**config.mk**
```make
export PLATFORM = sky130hd
export DESIGN_NAME = rr_arb_mux_flat
export DESIGN_NICKNAME = d
export VERILOG_FILES = /design/src/rtl/rr_arb_mux_if.sv /design/src/rtl/rr_arb_mux.sv /design/src/flat_wrapper.sv
export SDC_FILE = /design/constraint.sdc
export NUM_CORES = 1
export LEC_CHECK = 0
export CAP_MARGIN = 25
export CELL_PAD_IN_SITES_DETAIL_PLACEMENT = 1
export CELL_PAD_IN_SITES_GLOBAL_PLACEMENT = 1
export CORE_ASPECT_RATIO = 0.8
export CORE_MARGIN = 4
export CORE_UTILIZATION = 25
export DETAILED_ROUTE_END_ITERATION = 8
export PLACE_DENSITY = 0.75
export SLEW_MARGIN = 20
export SYNTH_ARGS = -nofsm -noshare
export SYNTH_HDL_FRONTEND = slang
export SYNTH_SLANG_ARGS = --single-unit
```
**constraint.sdc**
```tcl
create_clock -name clk -period 1.55 [get_ports clk]
set_clock_uncertainty 0.1 [all_clocks]
set_input_delay 0.3875 -clock clk [delete_from_list [all_inputs] [get_ports clk]]
set_output_delay 0.3875 -clock clk [all_outputs]
set_load 0.005 [all_outputs]
```
**src/rtl/rr_arb_mux_if.sv**
```systemverilog
// Handshake bundle for rr_arb_mux: N request channels in, one registered beat out.
interface rr_arb_mux_if #(
  parameter int unsigned N     = 2,
  parameter int unsigned WIDTH = 32,
  parameter int unsigned SELW  = (N > 1) ? $clog2(N) : 1
);
  logic [N-1:0]       in_valid;
  logic [N*WIDTH-1:0] in_data;
  logic [N-1:0]       in_ready;
  logic               out_valid;
  logic [WIDTH-1:0]   out_data;
  logic [SELW-1:0]    out_sel;
  logic               out_ready;

  modport master (
    output in_valid, in_data, out_ready,
    input  in_ready, out_valid, out_data, out_sel
  );

  modport slave (
    input  in_valid, in_data, out_ready,
    output in_ready, out_valid, out_data, out_sel
  );
endinterface

```
**src/rtl/rr_arb_mux.sv**
```systemverilog
// N-channel arbitrated mux (round-robin or fixed priority) with one registered
// output stage; accepts a new beat whenever the output is empty or draining.
module rr_arb_mux #(
  parameter int unsigned N     = 2,
  parameter int unsigned WIDTH = 32,
  parameter int unsigned MODE  = 0
) (
  input logic          clk,
  input logic          rst_n,
  rr_arb_mux_if.slave  bus
);
  localparam int unsigned SELW = (N > 1) ? $clog2(N) : 1;

  logic [SELW-1:0]  last_q, last_d;
  logic [SELW-1:0]  sel_q, sel_d;
  logic [WIDTH-1:0] data_q, data_d;
  logic             valid_q, valid_d;

  logic [N-1:0]     win;
  logic [SELW-1:0]  win_idx;
  logic [SELW-1:0]  cand;
  logic             found;
  logic [WIDTH-1:0] win_data;
  logic             ld;
  logic             xfer;

  assign ld   = !valid_q || bus.out_ready;
  assign xfer = ld && (|win);

  // Visit channels in priority order; the first requester found wins.
  // Round-robin rotates the order to start just after the last winner.
  always_comb begin
    win     = '0;
    win_idx = '0;
    cand    = '0;
    found   = 1'b0;
    for (int unsigned k = 0; k < N; k++) begin
      if (MODE == 0) begin
        cand = SELW'((32'(last_q) + 1 + k) % N);
      end else begin
        cand = SELW'(k);
      end
      if (!found && bus.in_valid[cand]) begin
        found     = 1'b1;
        win[cand] = 1'b1;
        win_idx   = cand;
      end
    end
  end

  always_comb begin
    win_data = '0;
    for (int unsigned i = 0; i < N; i++) begin
      win_data = win_data | (bus.in_data[i*WIDTH +: WIDTH] & {WIDTH{win[i]}});
    end
  end

  always_comb begin
    last_d  = last_q;
    sel_d   = sel_q;
    data_d  = data_q;
    valid_d = valid_q;
    if (xfer) begin
      data_d  = win_data;
      sel_d   = win_idx;
      valid_d = 1'b1;
      last_d  = win_idx;
    end else if (valid_q && bus.out_ready) begin
      valid_d = 1'b0;
    end
  end

  always_ff @(posedge clk or negedge rst_n) begin
    if (!rst_n) begin
      valid_q <= 1'b0;
      data_q  <= '0;
      sel_q   <= '0;
      last_q  <= SELW'(N - 1);
    end else begin
      valid_q <= valid_d;
      data_q  <= data_d;
      sel_q   <= sel_d;
      last_q  <= last_d;
    end
  end

  assign bus.in_ready  = win & {N{ld}};
  assign bus.out_valid = valid_q;
  assign bus.out_data  = data_q;
  assign bus.out_sel   = sel_q;
endmodule

```
**src/flat_wrapper.sv**
```systemverilog
// flat-port wrapper written by rule: the top's interface ports become plain ports
module rr_arb_mux_flat 
#(
  parameter int unsigned N     = 2,
  parameter int unsigned WIDTH = 32,
  parameter int unsigned MODE  = 0
)
  (clk, rst_n, bus_in_valid, bus_in_data, bus_out_ready, bus_in_ready, bus_out_valid, bus_out_data, bus_out_sel);
  rr_arb_mux_if #(.N(N), .WIDTH(WIDTH)) bus_i ();
  input logic clk;
  input logic rst_n;
  input wire logic [$bits(bus_i.in_valid)-1:0] bus_in_valid;
  input wire logic [$bits(bus_i.in_data)-1:0] bus_in_data;
  input wire logic [$bits(bus_i.out_ready)-1:0] bus_out_ready;
  output wire logic [$bits(bus_i.in_ready)-1:0] bus_in_ready;
  output wire logic [$bits(bus_i.out_valid)-1:0] bus_out_valid;
  output wire logic [$bits(bus_i.out_data)-1:0] bus_out_data;
  output wire logic [$bits(bus_i.out_sel)-1:0] bus_out_sel;
  assign bus_i.in_valid = bus_in_valid;
  assign bus_i.in_data = bus_in_data;
  assign bus_i.out_ready = bus_out_ready;
  assign bus_in_ready = bus_i.in_ready;
  assign bus_out_valid = bus_i.out_valid;
  assign bus_out_data = bus_i.out_data;
  assign bus_out_sel = bus_i.out_sel;
  rr_arb_mux #(.N(N), .WIDTH(WIDTH), .MODE(MODE)) u_core (.clk(clk), .rst_n(rst_n), .bus(bus_i));
endmodule
```
# After elaboration in Yosys (flattened, before gate mapping)
# Cells that the tools add are included.
totals:
  wordCells: 40
  output_inout_bits: 36
  reg_bits: 35
classes:
  muxes: 15
  bitwise: 5
  add_sub_neg: 2
  n_reduce_logical: 10
  order_cmp: 4
ops:
  columns: ["operator", "count"]
  rows:
  - ["32-bit bitwise AND", 2]
  - ["32-bit bitwise OR", 1]
  - ["1-bit 2-to-1 mux", 11]
  - ["1-bit logical AND", 5]
  - ["1-bit by 2-bit < comparator with 1-bit output, second input constant", 2]
  - ["2-bit 2-to-1 mux", 2]
  - ["1-bit adder, second input constant", 2]
  - ["2-bit bitwise AND", 1]
  - ["1-bit demux with 1-bit select", 2]
  - ["1-bit greater-or-equal comparator, second input constant", 2]
  - ["1-bit zero test", 2]
  - ["2-bit bitwise OR", 1]
  - ["2-bit nonzero test", 1]
  - ["2-bit OR reduction", 1]
  - ["1-bit logical OR", 1]

# Depth between registers and ports, before layout
# Gate-level depths: netlist (run 1).
logic_depth:
  word_depth: 11
  depth_mapped: 7
  ltp_nobuf: 3

# Worst setup path after synthesis (run 1)
# OpenSTA, ideal clock, no wires.
synth_timing:
  path_type: "register to register"
  start: "reg u_core.last_q"
  end: "reg u_core.data_q[10], in the netlist u_core.bus.out_data[10]"
  t_arrival_ns: 1.348
  setup_slack_ns: 0.029
  setup_ns: 0.073
  stages_incl_launch_ff: 6
  n_path_buf: 2
  cell_sequence: "dfstp_2 -> nand2b_1 -> clkbuf_1 -> clkbuf_1 -> a32oi_1 -> a21oi_2"
synth_via:
  elab_chain_len: 10
  word_cells_on_any_way: 27
  cone_classes: "add/sub (2); order compare (4); mux (11); bitwise (4); reduce/logical (6)"
synth_lines:
  columns: ["item", "line_no", "text"]
  rows:
  - ["start, declared", "rr_arb_mux.sv:14", "logic [SELW-1:0] last_q, last_d;"]
  - ["start signal, assigned", "rr_arb_mux.sv:78", "last_q <= SELW'(N - 1);"]
  - ["start signal, assigned", "rr_arb_mux.sv:83", "last_q <= last_d;"]
  - ["1-bit adder *", "rr_arb_mux.sv:39", "cand = SELW'((32'(last_q) + 1 + k) % N);"]
  - ["1-bit adder (tied with other cells)", "rr_arb_mux.sv:39", null]
  - ["1-bit by 2-bit < comparator with 1-bit output (implied by the code) (tied with other cells)", "rr_arb_mux.sv:45", "win[cand] = 1'b1;"]
  - ["1-bit logical AND (implied by the code) or 1-bit 2-to-1 mux (tied branches)", "rr_arb_mux.sv:45", null]
  - ["1-bit 2-to-1 mux (implied by the code) or 1-bit demux with 1-bit select (tied branches)", null, null]
  - ["1-bit demux with 1-bit select or 2-bit 2-to-1 mux (tied branches)", null, null]
  - ["2-bit bitwise OR (no line)", null, null]
  - ["2-bit 2-to-1 mux *", "rr_arb_mux.sv:43", "if (!found && bus.in_valid[cand]) begin"]
  - ["32-bit bitwise AND or 2-bit OR reduction (tied branches)", "rr_arb_mux.sv:54, rr_arb_mux.sv:28", null]
  - ["32-bit bitwise OR or 1-bit logical AND (tied branches)", "rr_arb_mux.sv:54, rr_arb_mux.sv:28", null]
  - ["end signal, assigned", "rr_arb_mux.sv:81", "data_q <= data_d;"]
  - ["end, declared", "rr_arb_mux.sv:16", "logic [WIDTH-1:0] data_q, data_d;"]
# Mark *: on every way between the ends. The rest lies on a longest branch, timed or not. The select of a mux whose other input is x is not followed.
# A chain may end at the register's enable or synchronous reset.

# Worst setup path after layout (run 1)
layout_timing:
  start: "reg u_core.last_q"
  end: "out bus_in_ready[0]"
layout_via:
  elab_chain_len: 9
  word_cells_on_any_way: 23
  cone_classes: "add/sub (2); order compare (4); mux (11); bitwise (2); reduce/logical (4)"
layout_lines:
  columns: ["item", "line_no", "text"]
  rows:
  - ["1-bit adder *", "rr_arb_mux.sv:39", null]
  - ["1-bit adder (tied with other cells)", "rr_arb_mux.sv:39", null]
  - ["1-bit by 2-bit < comparator with 1-bit output (implied by the code) (tied with other cells)", "rr_arb_mux.sv:45", null]
  - ["1-bit logical AND (implied by the code) or 1-bit 2-to-1 mux (tied branches)", "rr_arb_mux.sv:45", null]
  - ["1-bit 2-to-1 mux (implied by the code) or 1-bit demux with 1-bit select (tied branches)", null, null]
  - ["1-bit demux with 1-bit select or 2-bit 2-to-1 mux (tied branches)", null, null]
  - ["2-bit bitwise OR (no line)", null, null]
  - ["2-bit 2-to-1 mux *", "rr_arb_mux.sv:43", null]
  - ["2-bit bitwise AND *", "rr_arb_mux.sv:87", "assign bus.in_ready = win & {N{ld}};"]
  - ["end, declared", "flat_wrapper.sv:15", "output wire logic [$bits(bus_i.in_ready)-1:0] bus_in_ready;"]
# Marked as above.

==> impl_metrics.tcl, run 1 <==
set metrics [dict create \
    vias_per_cell 4.94 \
    worstMarginPinSlew_ns 0.356 \
    synth_area_per_cell_um2 10.8 \
    yosysTopAreaCellShare_pct 47.5 \
    worst-endpoint-required_ns 1.06 \
    fin_crit_ns 1.71 \
    dpl.cell_count 346 \
    syn_inst 166 \
    first_pass_iters 5 \
    synth_cell_types 17 \
    fin_nets 338 \
    clk_pin_slew_ns 0.07 \
    start_kind "register" \
    synth.most_common_cell "a21oi_1" \
    n_antenna_cell 0 \
    synth.largest_area_cell "dfrtp_1" \
    status "finished, violations left" \
    clkLatencyLatePin_ns 0.28 \
    portBuffers 104 \
    fmax_ghz 0.585 \
    dp_hpwl_um 4380 \
    antenna_found_initial 0 \
    drt_iter0_drc 29 \
    row_count 27 \
    place.gp.congestion 0.699 \
    violations "negative setup slack" \
    fin_ws_ns -0.160 \
    place_area_um2 2940 \
    crit_path_max_fanout 2 \
    fp.dieH_um 83.7 \
    drive_above_1_share_pct 22.6 \
    drc 0 \
    grt_pass1_vias 1849 \
    totalWireLength_um 6000 \
    ir_worst_vdd_mv 0.317 \
    num-fill-cells 796 \
    cellLeakagePower_uw 0.00119 \
    cts_htree_levels 2 \
    die_w_um 103 \
    gr-usage-all-layers_pct 13.9 \
    timing.hold.ws_ns 0.406 \
    rsz0062_at_grt "true" \
    core_area_um2 6930 \
    max_cap_violations 0 \
    ys.flop_type "dfrtp_1" \
    ys_warn_count 0 \
    initial_utilization_pct 25.9 \
    fin_util_pct 44.1 \
    num_vias 1762 \
    synth_common_cells "35 x a21oi_1, 34 x dfrtp_1, 32 x a32oi_1" \
    ant_nets 0 \
    grt_pass1_wl_um 9430 \
    yosysSeqAreaShare_pct 49.0 \
    syn_nets 235 \
    cts_root_buf "clkbuf_8" \
    cts_buffer_depth 2 \
    hold_path.class "register to register" \
    syn-cell-area_um2 1790 \
    setup_viol 34 \
    wl_met3_um 596 \
    instances_no_fill 357 \
    synth-edff-count 0 \
    post-route-period-util_pct 110 \
    fp.dieArea_um2 8590 \
    wl_met2_um 2660 \
    wl_met1_um 2720 \
    grt-ovfl-total 0 \
    drt-wirelength-per-cell_um 16.8 \
    finish.instance_area_um2 3060 \
    critPathKind "register to output pin" \
    cp.arrival_ns 1.22 \
    finalHoldViolations 0 \
    p_per_area_nw_per_um2 921 \
    max_slew_margin_pct 76.3 \
    synth_area_leaders "dfrtp_1 47%, a32oi_1 16%, a21oi_2 15%" \
    area.growth.synth_to_final_pct 70.5 \
    yosys_register_bits 35 \
    cts_tree "yes" \
    crit_path_end_kind "output pin" \
    total_power_uw 2810 \
    numCtsBuffers 5 \
    top_layer "met4" \
    cts_num_sinks 35 \
    grt_max_degree 37 \
    maxSlewViolCount 0 \
    io_pins 105 \
    async_flop_share_pct 100 \
]
-- stage by stage --
stage               setup slack, ns  TNS [ns]
floorplan                    0.0287         0
global placement             -0.650    -19.30
detailed placement           -0.712    -19.74
CTS                          -0.175     -1.03
global route                 -0.215     -3.86
finish                       -0.160    -0.960
-- final timing paths --
| check | startpoint | to | slack [ns] | cells after the start |
|---|---|---|---|---|
| min in group asynchronous | rst_n | u_core.bus.out_data[11]$_DFFE_PN0P_ | 0.51 | 3 |
| max in group asynchronous | rst_n | u_core.last_q$_DFFE_PN1P_ | 0.60 | 3 |
| worst max register to register | u_core.bus.out_valid$_DFFE_PN0P_ | u_core.bus.out_data[20]$_DFFE_PN0P_ | -0.03 | 6 |
| worst min register to register | u_core.bus.out_data[18]$_DFFE_PN0P_ | u_core.bus.out_data[18]$_DFFE_PN0P_ | 0.41 | 2 |
| worst min-delay path | u_core.bus.out_data[18]$_DFFE_PN0P_ | u_core.bus.out_data[18]$_DFFE_PN0P_ | 0.41 | 2 |
| worst max-delay path | u_core.last_q$_DFFE_PN1P_ | bus_in_ready[0] | -0.16 | 3 |
-- report_power, final --
group	leakage, µW	switching (µW)	internal [µW]
Sequential	0.000401	75.1	1070
Combinational	0.000742	428	516
Clock	0.0000515	320	406
Total	0.00119	823	1990
-- area by class of cell --
type / count / area [µm²] / area share, %
clock buffer: 8 / 100 / 3.28
inverter: 1 / 3.75 / 0.123
multi-input combinational: 107 / 812 / 26.6
sequential: 35 / 877 / 28.7
tap: 87 / 109 / 3.56
timing repair buffer: 119 / 1150 / 37.8
-- state kept, by name (all words and copies together), names as in the netlist --
signal	flops
u_core.bus.out_data	32
u_core.bus.out_sel	1
u_core.bus.out_valid	1
u_core.last_q	1
-- critical path, cell delays in order (launching register included) --
cell	delay, ns
dfstp_2	0.54
nand2b_4	0.12
and3_4	0.19
buf_6	0.09
-- metal layers --
layer | GRT usage, % | vias up
li1 | - | 851
met1 | 18.7 | 839
met2 | 21.4 | 68
met3 | 5.35 | 4
met4 | 2.50 | 0
met5 | 0 | -
-- kinds of logic after synthesis --
family,synth area share (%)
AOI/OAI and AO/OA,41.3
DFF,49.0
buffers and inverters,7.19
and+or+nand+nor,2.58
-- layout by cell type, fill, tap and decap left out, drive strengths merged --
cell and instances:
a21oi 65, clkdlybuf4s50 64, dlygate4sd2 36, dfrtp 34
a32oi 32, buf 17, clkbuf 8, nand2b 3
and2 2, and3 1, a21boi 1, or2 1
a31oi 1, inv 1, o21bai 1, dlygate4sd3 1
clkdlybuf4s15 1, dfstp 1
-- timing repair --
action / CTS / global route
hold buffers: 1 / 0
setup endpoints to repair: 70 / 34
resized for setup: 54 / 0
endpoints found under the hold margin: 34 / 0
setup buffers: 2 / 0
pin swaps: 2 / 0
(Power assumes the default switching activity.)
==> inputs of run 2 (changes only) <==
PLACE_DENSITY = 0.73   (was 0.75)
SLEW_MARGIN = not set   (was 20)
==> run 2 against run 1 <==
The run still ends with negative setup slack left. Maximum frequency about the same. First-iteration DRC count is 24% lower. Largest cell class unchanged. Critical endpoint unchanged. Final cell count grew 0.84%. Critical path depth stayed put. Count of clock-buffer cells in the layout is 2 lower.
==> impl_metrics.tcl, run 2 (synthesis results as in run 1) <==
set metrics [dict create \
    status "finished, violations left" \
    violations "negative setup slack" \
    slowest_stage "dfstp_2" \
    final_common_cell "clkdlybuf4s50_1" \
    gr-usage-all-layers_pct 15.0 \
    fin_nets 341 \
    vias_per_cell 5.03 \
    place.gp.congestion 0.693 \
    cts_num_sinks 35 \
    die_w_um 103 \
    hold_path.class "register to register" \
    worstMarginPinSlew_ns 0.433 \
    worstPathCellList "nand2b_4 > and3_4 > buf_6" \
    max_slew_margin_pct 71.1 \
    finalHoldViolations 0 \
    fmax_ghz 0.585 \
    p_int_uw 1930 \
    crit_path_max_fanout 2 \
    crit_path_end_kind "output pin" \
    critPathBufInv 1 \
    slowest_delay_ns 0.54 \
    antenna_found_initial 0 \
    area.growth.synth_to_final_pct 75.7 \
    drive_above_1_share_pct 27.8 \
    fin_util_pct 45.5 \
    clkLatencyLatePin_ns 0.28 \
    ant_nets 0 \
    comb_power_share_pct 36.0 \
    cellLeakagePower_uw 0.00122 \
    drt-wirelength-per-cell_um 18.0 \
    cts_root_buf "clkbuf_8" \
    dp_hpwl_um 4640 \
    place_area_um2 2960 \
    numCtsBuffers 5 \
    cp.arrival_ns 1.22 \
    fp.dieH_um 83.7 \
    row_count 27 \
    cpLargestDelayFamily "flip-flops" \
    layout_common_cells "64 x clkdlybuf4s50_1, 36 x dlygate4sd2_1, 34 x a21oi_2, 34 x dfrtp_1, 31 x a21oi_1" \
    grt-ovfl-total 0 \
    fin_crit_ns 1.71 \
    pre_cts_ws_ns -0.712 \
    finish.instance_area_um2 3150 \
    cts_buffer_depth 2 \
    critPathKind "register to output pin" \
    timing.hold.ws_ns 0.409 \
    grt_max_degree 37 \
    grt_pass1_vias 1948 \
    worst-endpoint-required_ns 1.06 \
    switching_share_pct 31.1 \
    p_switching_uw 873 \
    drt_iter0_drc 22 \
    max_cap_violations 0 \
    grt_pass1_wl_um 10100 \
    num_vias 1812 \
    cts_tree "yes" \
    cts_htree_levels 2 \
    start_kind "register" \
    portBuffers 104 \
    largest_reg_flops 32 \
    io_pins 105 \
    power_frac_seq_pct 41.0 \
    setup_viol 15 \
    ir_worst_vdd_mv 0.347 \
    rsz0062_at_grt "true" \
    clkPwrFrac_pct 23.0 \
    fin_ws_ns -0.160 \
    totalWireLength_um 6480 \
    first_pass_iters 4 \
    n_antenna_cell 0 \
    p_per_area_nw_per_um2 891 \
    drc 0 \
    initial_utilization_pct 25.9 \
    clk_pin_slew_ns 0.07 \
    fp.dieArea_um2 8590 \
    core_area_um2 6930 \
    post-route-period-util_pct 110 \
    fin_tns_setup_ns -0.455 \
    maxSlewViolCount 0 \
]
run 2: changes by cell type in the layout (fill, tap and decap cells not counted), moves of 2 or more:
cell      change
a21oi_1       -4
buf_4         +2
a21oi_2       +4
buf_6         -2
clkbuf_8      -2
a32oi_2       +8
a32oi_1       -8
run 2: per-layer routing:
| layer | wire length (µm) | track usage (%) | vias up |
|---|---|---|---|
| met5 | 0 | 0 | - |
| met4 | 42 | 3.22 | 0 |
| met2 | 3060 | 24.6 | 72 |
| met1 | 2680 | 18.5 | 880 |
| li1 | - | - | 855 |
| met3 | 701 | 5.76 | 5 |
run 2: area by class of cell:
class / count / area [µm²]
timing repair buffer: 122 / 1190
inverter: 1 / 3.75
sequential: 35 / 877
tap: 87 / 109
clock inverter: 2 / 12.5
multi-input combinational: 107 / 887
fill: 776 / 3780
clock buffer: 6 / 72.6
run 2: through the flow:
stage          power (µW)  instances
6_report             2800        360
5_1_grt              2990        360
4_1_cts              2840        360
3_5_place_dp         2230        347
3_3_place_gp         2190        347
2_1_floorplan        1580        166
run 2: repair_timing:
action | CTS | global route
endpoints found under the setup margin | 69 | 35
hold buffers | 1 | 0
hold endpoints to repair | 15 | 0
cloned | 0 | 0
gates resized for setup | 59 | 7
pin swaps | 3 | 0
setup buffers | 5 | 0
run 2: power by group through the flow:
stage	registers [µW]	logic (µW)	clock network [µW]
final	1150	1010	645
after global routing	1170	1100	721
after CTS	1150	1020	675
after detailed placement	1170	1060	0
after global placement	1160	1040	0
after floorplan	1180	399	0
run 2: worst paths after layout:
| kind | start | to | slack [ns] | depth (start not counted) |
|---|---|---|---|---|
| worst max register to register | u_core.last_q$_DFFE_PN1P_ | u_core.bus.out_data[25]$_DFFE_PN0P_ | -0.02 | 4 |
| worst min register to register | u_core.bus.out_data[4]$_DFFE_PN0P_ | u_core.bus.out_data[4]$_DFFE_PN0P_ | 0.41 | 2 |
| worst min-delay path | u_core.bus.out_data[4]$_DFFE_PN0P_ | u_core.bus.out_data[4]$_DFFE_PN0P_ | 0.41 | 2 |
| max in group asynchronous | rst_n | u_core.bus.out_data[17]$_DFFE_PN0P_ | 0.43 | 3 |
| min in group asynchronous | rst_n | u_core.bus.out_data[25]$_DFFE_PN0P_ | 0.47 | 2 |
| worst max-delay path | u_core.last_q$_DFFE_PN1P_ | bus_in_ready[0] | -0.16 | 3 |
run 2: worst min-delay path: stages (launching register included):
cell	delay, ns
dfrtp_1	0.34
a21oi_1	0.05
a21oi_2	0.08
==> inputs of run 3 (changes only) <==
CAP_MARGIN = 20   (was 25)
==> results of run 3 <==
Same layout as run 2: the final DEF is identical, and so are final timing and power.
